## src/rtl/mem_access_unit.sv

```systemverilog
// MEM-stage load/store controller: turns byte/half/word loads and stores into
// word-wide data_mem transactions, with read-modify-write for sub-word stores.
module mem_access_unit #(
  parameter int B = 32,
  parameter int W = 10
) (
  input  logic         i_clk,
  input  logic         i_reset,
  input  logic [B-1:0] i_addr,
  input  logic [B-1:0] i_wr_data,
  input  logic         i_mem_read,
  input  logic         i_mem_write,
  input  logic [1:0]   i_size,
  input  logic         i_unsigned,
  output logic         o_stall,
  output logic [B-1:0] o_load_data,
  output logic         o_load_valid,
  output logic         o_misaligned,
  output logic [W-1:0] o_mem_addr,
  output logic [B-1:0] o_mem_wdata,
  output logic         o_mem_read,
  output logic         o_mem_write,
  input  logic [B-1:0] i_mem_rdata
);

  typedef enum logic [2:0] {IDLE, READ, EXTRACT, MERGE, WRITE} state_t;

  state_t       state_reg, state_next;
  logic         done_reg, done_next;
  logic         store_reg, store_next;
  logic         unsigned_reg, unsigned_next;
  logic [1:0]   size_reg, size_next;
  logic [W-1:0] addr_reg, addr_next;
  logic [B-1:0] wdata_reg, wdata_next;
  logic [B-1:0] load_data_reg, load_data_next;

  logic         request;
  logic         misaligned_req;
  logic         stall_c;
  logic         misaligned_c;
  logic         mem_read_c;
  logic         mem_write_c;
  logic         unused_addr;

  logic [7:0]   rd_byte [B/8];
  logic [B-1:0] merged_word;
  logic [7:0]   byte_sel;
  logic [15:0]  half_sel;
  logic [B-1:0] extracted_word;

  // Only the low W address bits reach memory.
  assign unused_addr = ^i_addr[B-1:W];

  assign request        = i_mem_read | i_mem_write;
  assign misaligned_req = ((i_size == 2'b01) & i_addr[0]) |
                          (i_size[1] & (|i_addr[1:0]));

  // Lane k takes store data when it is the addressed byte or part of the
  // addressed half; every other lane keeps the word just read.
  genvar gi;
  generate
    for (gi = 0; gi < B/8; gi++) begin : g_lane
      logic       lane_hit;
      logic [7:0] lane_wdata;
      assign rd_byte[gi] = i_mem_rdata[8*gi +: 8];
      assign lane_hit    = (size_reg == 2'b00) ? (addr_reg[1:0] == 2'(gi))
                                               : (addr_reg[1] == 1'(gi / 2));
      assign lane_wdata  = (size_reg == 2'b00) ? wdata_reg[7:0]
                                               : wdata_reg[8*(gi % 2) +: 8];
      assign merged_word[8*gi +: 8] = lane_hit ? lane_wdata : rd_byte[gi];
    end
  endgenerate

  assign byte_sel = rd_byte[addr_reg[1:0]];
  assign half_sel = addr_reg[1] ? i_mem_rdata[31:16] : i_mem_rdata[15:0];

  always_comb begin
    extracted_word = i_mem_rdata;
    case (size_reg)
      2'b00:   extracted_word = {{(B-8){~unsigned_reg & byte_sel[7]}}, byte_sel};
      2'b01:   extracted_word = {{(B-16){~unsigned_reg & half_sel[15]}}, half_sel};
      default: extracted_word = i_mem_rdata;
    endcase
  end

  always_comb begin
    state_next     = state_reg;
    done_next      = 1'b0;
    store_next     = store_reg;
    unsigned_next  = unsigned_reg;
    size_next      = size_reg;
    addr_next      = addr_reg;
    wdata_next     = wdata_reg;
    load_data_next = load_data_reg;
    stall_c        = 1'b1;
    misaligned_c   = 1'b0;
    mem_read_c     = 1'b0;
    mem_write_c    = 1'b0;

    case (state_reg)
      IDLE: begin
        stall_c = 1'b0;
        // The done cycle belongs to the request just served, so it is ignored.
        if (!done_reg && request) begin
          if (misaligned_req) begin
            misaligned_c = 1'b1;
          end else begin
            stall_c       = 1'b1;
            addr_next     = i_addr[W-1:0];
            wdata_next    = i_wr_data;
            size_next     = i_size;
            unsigned_next = i_unsigned;
            store_next    = i_mem_write;
            state_next    = (i_mem_write && i_size[1]) ? WRITE : READ;
          end
        end
      end
      READ: begin
        mem_read_c = 1'b1;
        state_next = store_reg ? MERGE : EXTRACT;
      end
      EXTRACT: begin
        load_data_next = extracted_word;
        done_next      = 1'b1;
        state_next     = IDLE;
      end
      MERGE: begin
        wdata_next = merged_word;
        state_next = WRITE;
      end
      WRITE: begin
        mem_write_c = 1'b1;
        done_next   = 1'b1;
        state_next  = IDLE;
      end
      default: begin
        state_next = IDLE;
      end
    endcase
  end

  always_ff @(posedge i_clk or posedge i_reset) begin
    if (i_reset) begin
      state_reg     <= IDLE;
      done_reg      <= 1'b0;
      store_reg     <= 1'b0;
      unsigned_reg  <= 1'b0;
      size_reg      <= 2'b00;
      addr_reg      <= '0;
      wdata_reg     <= '0;
      load_data_reg <= '0;
    end else begin
      state_reg     <= state_next;
      done_reg      <= done_next;
      store_reg     <= store_next;
      unsigned_reg  <= unsigned_next;
      size_reg      <= size_next;
      addr_reg      <= addr_next;
      wdata_reg     <= wdata_next;
      load_data_reg <= load_data_next;
    end
  end

  // Request-dependent outputs are masked so every output reads 0 in reset.
  assign o_stall      = stall_c & ~i_reset;
  assign o_misaligned = misaligned_c & ~i_reset;
  assign o_mem_read   = mem_read_c;
  assign o_mem_write  = mem_write_c;
  assign o_mem_addr   = (state_reg != IDLE) ? {addr_reg[W-1:2], 2'b00} : '0;
  assign o_mem_wdata  = (state_reg == WRITE) ? wdata_reg : '0;
  assign o_load_data  = load_data_reg;
  assign o_load_valid = done_reg & ~store_reg;

endmodule

```

## config.mk

```make
export PLATFORM = sky130hd
export DESIGN_NAME = mem_access_unit
export DESIGN_NICKNAME = d
export VERILOG_FILES = /design/src/rtl/mem_access_unit.sv
export SDC_FILE = /design/constraint.sdc
export NUM_CORES = 1
export LEC_CHECK = 0
export CAP_MARGIN = 20
export CORE_UTILIZATION = 33
export CTS_BUF_LIST = sky130_fd_sc_hd__clkbuf_2 sky130_fd_sc_hd__clkbuf_4 sky130_fd_sc_hd__clkbuf_8
export DETAILED_ROUTE_END_ITERATION = 10
export SYNTH_ARGS = -nofsm -noshare
export SYNTH_HDL_FRONTEND = slang
export SYNTH_SLANG_ARGS = --single-unit
```

## constraint.sdc

```tcl
create_clock -name i_clk -period 3.6 [get_ports i_clk]
set_clock_uncertainty 0.15 [all_clocks]
set_input_delay 0.72 -clock i_clk [delete_from_list [all_inputs] [get_ports i_clk]]
set_output_delay 0.72 -clock i_clk [all_outputs]
set_load 0.05 [all_outputs]
```

==> impl_metrics.json <==
{
  "status": "finished, final reports clean",
  "clk_path_buf_depth": 2,
  "grt_use_total_pct": 22.7,
  "yosys_warnings": 0,
  "setup-tns-final_ps": 0,
  "antenna_cells": 0,
  "htreeDepth": 3,
  "drive_gt1_share_pct": 14.5,
  "worst-setup-path-type": "flop to output port",
  "final_antenna_net_count": 0,
  "vias_per_cell": 5.54,
  "yosysTopAreaCell": "dfrtp_1",
  "maxSlewHeadroom_pct": 38.6,
  "critPathLaunchType": "flop",
  "grt_pass1_wl_um": 24800,
  "fin_crit_sh_pct": 88.3,
  "wirelength_met1_um": 6590,
  "dieArea_um2": 14200,
  "synth_commonest_cells": "nand2_1 (97), dfrtp_1 (82), a21oi_1 (36)",
  "die-height_um": 119,
  "cts_hold_buffers": 0,
  "overflow": 0,
  "finalWirelength_um": 15900,
  "dr.first_iter.drc_count": 372,
  "rows": 42,
  "critPathArrivalTime_ps": 2310,
  "report.final.slew_viol_count": 0,
  "grt_max_degree": 48,
  "powerDensity_nw_per_um2": 928,
  "dp.cells": 800,
  "synth.most_common_cell": "nand2_1",
  "async_reset_ff_share_pct": 100,
  "gp_congestion": 0.848,
  "wl_met3_um": 1150,
  "end_kind": "output port",
  "min_period_ps": 3180,
  "p_leak_uw": 0.00300,
  "tightest_slew_ps": 920,
  "io_buffer_count": 157,
  "clk_pin_slew_worst_paths_ps": 80,
  "routedWlPerCell_um": 19.5,
  "fillCellCount": 1268,
  "max_freq_ghz": 0.315,
  "stdcell_count": 816,
  "hold_viol_final": 0,
  "synthFlopType": "dfrtp_1",
  "setup_viol": 0,
  "vias": 4522,
  "maxCapViolCount": 0,
  "synthTopCellsByArea": "dfrtp_1 (45%), nand2_1 (8.0%), and3_1 (4.7%)",
  "start_util_pct": 34.0,
  "crit_path_max_fanout": 9,
  "seq_area_frac_synth_pct": 45.3,
  "highest_layer": "met4",
  "antenna_found_initial": 0,
  "p_total_uw": 6240,
  "firstDrtPassIters": 5,
  "cts_tree": "built",
  "dp_hpwl_um": 11700,
  "syn_area_um2": 4530,
  "met2_length_um": 7840,
  "cts_setup_buffers": 0,
  "clock_latency_ps": 360,
  "post-route-drc-count": 0,
  "ios": 182,
  "numCtsBuffers": 9,
  "synth.avg_cell_area_um2": 9.04,
  "vdd_drop_max_v": 0.000512,
  "cp.required_ps": 2730,
  "syn2layout_area_growth_pct": 48.6,
  "cts.repair.resized": 0,
  "grt_pass1_vias": 4498,
  "nets": 738,
  "clkSinkCount": 82,
  "synthCells": 501,
  "rsz0062_at_grt": "false",
  "clockRootBuffer": "clkbuf_8",
  "ys_types": 53,
  "core_um2": 13300,
  "yosysTopAreaCellShare_pct": 45.3,
  "hold_path.class": "flop to flop",
  "synth_edf_count": 0,
  "synth-seq-cells": 82,
  "die_w_um": 119
}
==> logic make-up (layout without fill, tap and decap cells) <==
kind of cell	after synthesis	after routing	share of synthesized area, %
buffers and inverters	51	189	4.86
and+or+nand+nor	218	218	25.5
DFF	82	82	45.3
other	1	2	0.0828
AOI/OAI and AO/OA	135	135	20.8
muxes	14	14	3.40
==> layout make-up <==
type | instances | area [um^2] | share of cell area, %
clock inverter | 4 | 72.6 | 1.08
clock buffer | 12 | 165 | 2.45
timing repair buffer | 169 | 1940 | 28.8
multi-input combinational | 369 | 2260 | 33.7
sequential | 82 | 2050 | 30.5
tap | 176 | 220 | 3.27
inverter | 4 | 16.3 | 0.242
==> worst paths after layout <==
check / from / to / slack [ps] / cells after the start
min in group asynchronous: i_reset / addr_reg[2] / 670 / 2
max in group asynchronous: i_reset / wdata_reg[23] / 1920 / 3
hold / removal: addr_reg[3] / addr_reg[3] / 320 / 2
setup / recovery: state_reg[1] / o_mem_addr[3] / 420 / 3
hold reg to reg: addr_reg[3] / addr_reg[3] / 320 / 2
setup reg to reg: state_reg[2] / o_load_data[30] / 1250 / 5
==> metal layers <==
layer  vias up  global-route usage [%]
li1       2068                       -
met3        23                    4.89
met5         -                       0
met2       187                    37.8
met4         0                    9.18
met1      2244                    28.6
==> metrics by stage <==
step / cell area (um^2) / setup WS [ps] / util, % / hold WS, ps
floorplan: 4530 / 622 / - / 287
global placement: 6490 / 591 / 48.8 / 299
detailed placement: 6490 / 565 / 48.8 / 306
CTS: 6730 / 410 / 50.6 / 326
global route: 6730 / 334 / 50.6 / 341
finish: 6730 / 423 / 50.6 / 322
==> worst max-delay path, stage by stage (launching register included) <==
cell	delay, ps
dfrtp_1	470
or3_1	540
and2_1	220
clkdlybuf4s50_1	700
==> layout by cell type, fill, tap and decap left out, types with 3 or more instances in the layout <==
master and count:
clkdlybuf4s50_1 122, nand2_1 97, dfrtp_1 82, a21oi_1 36, and3_1 34, buf_12 29, nand3_1 26, a22oi_1 22
o21ai_0 21, buf_4 18, o2bb2ai_1 14, and2_1 12, clkbuf_8 12, nand3_2 10, nand3b_1 9, nor2_1 8
o22ai_1 8, o32a_1 8, o21a_1 8, mux2_2 7, mux2i_1 6, a222oi_1 6, inv_1 3, nor3b_1 3
==> power breakdown <==
| part | switching (uW) | internal [uW] | leakage (uW) |
|---|---|---|---|
| clock network | 352 | 447 | 0.000119 |
| registers | 340 | 1370 | 0.000998 |
| logic | 2350 | 1390 | 0.00188 |
No activity file was read; power rests on OpenSTA's default activity.
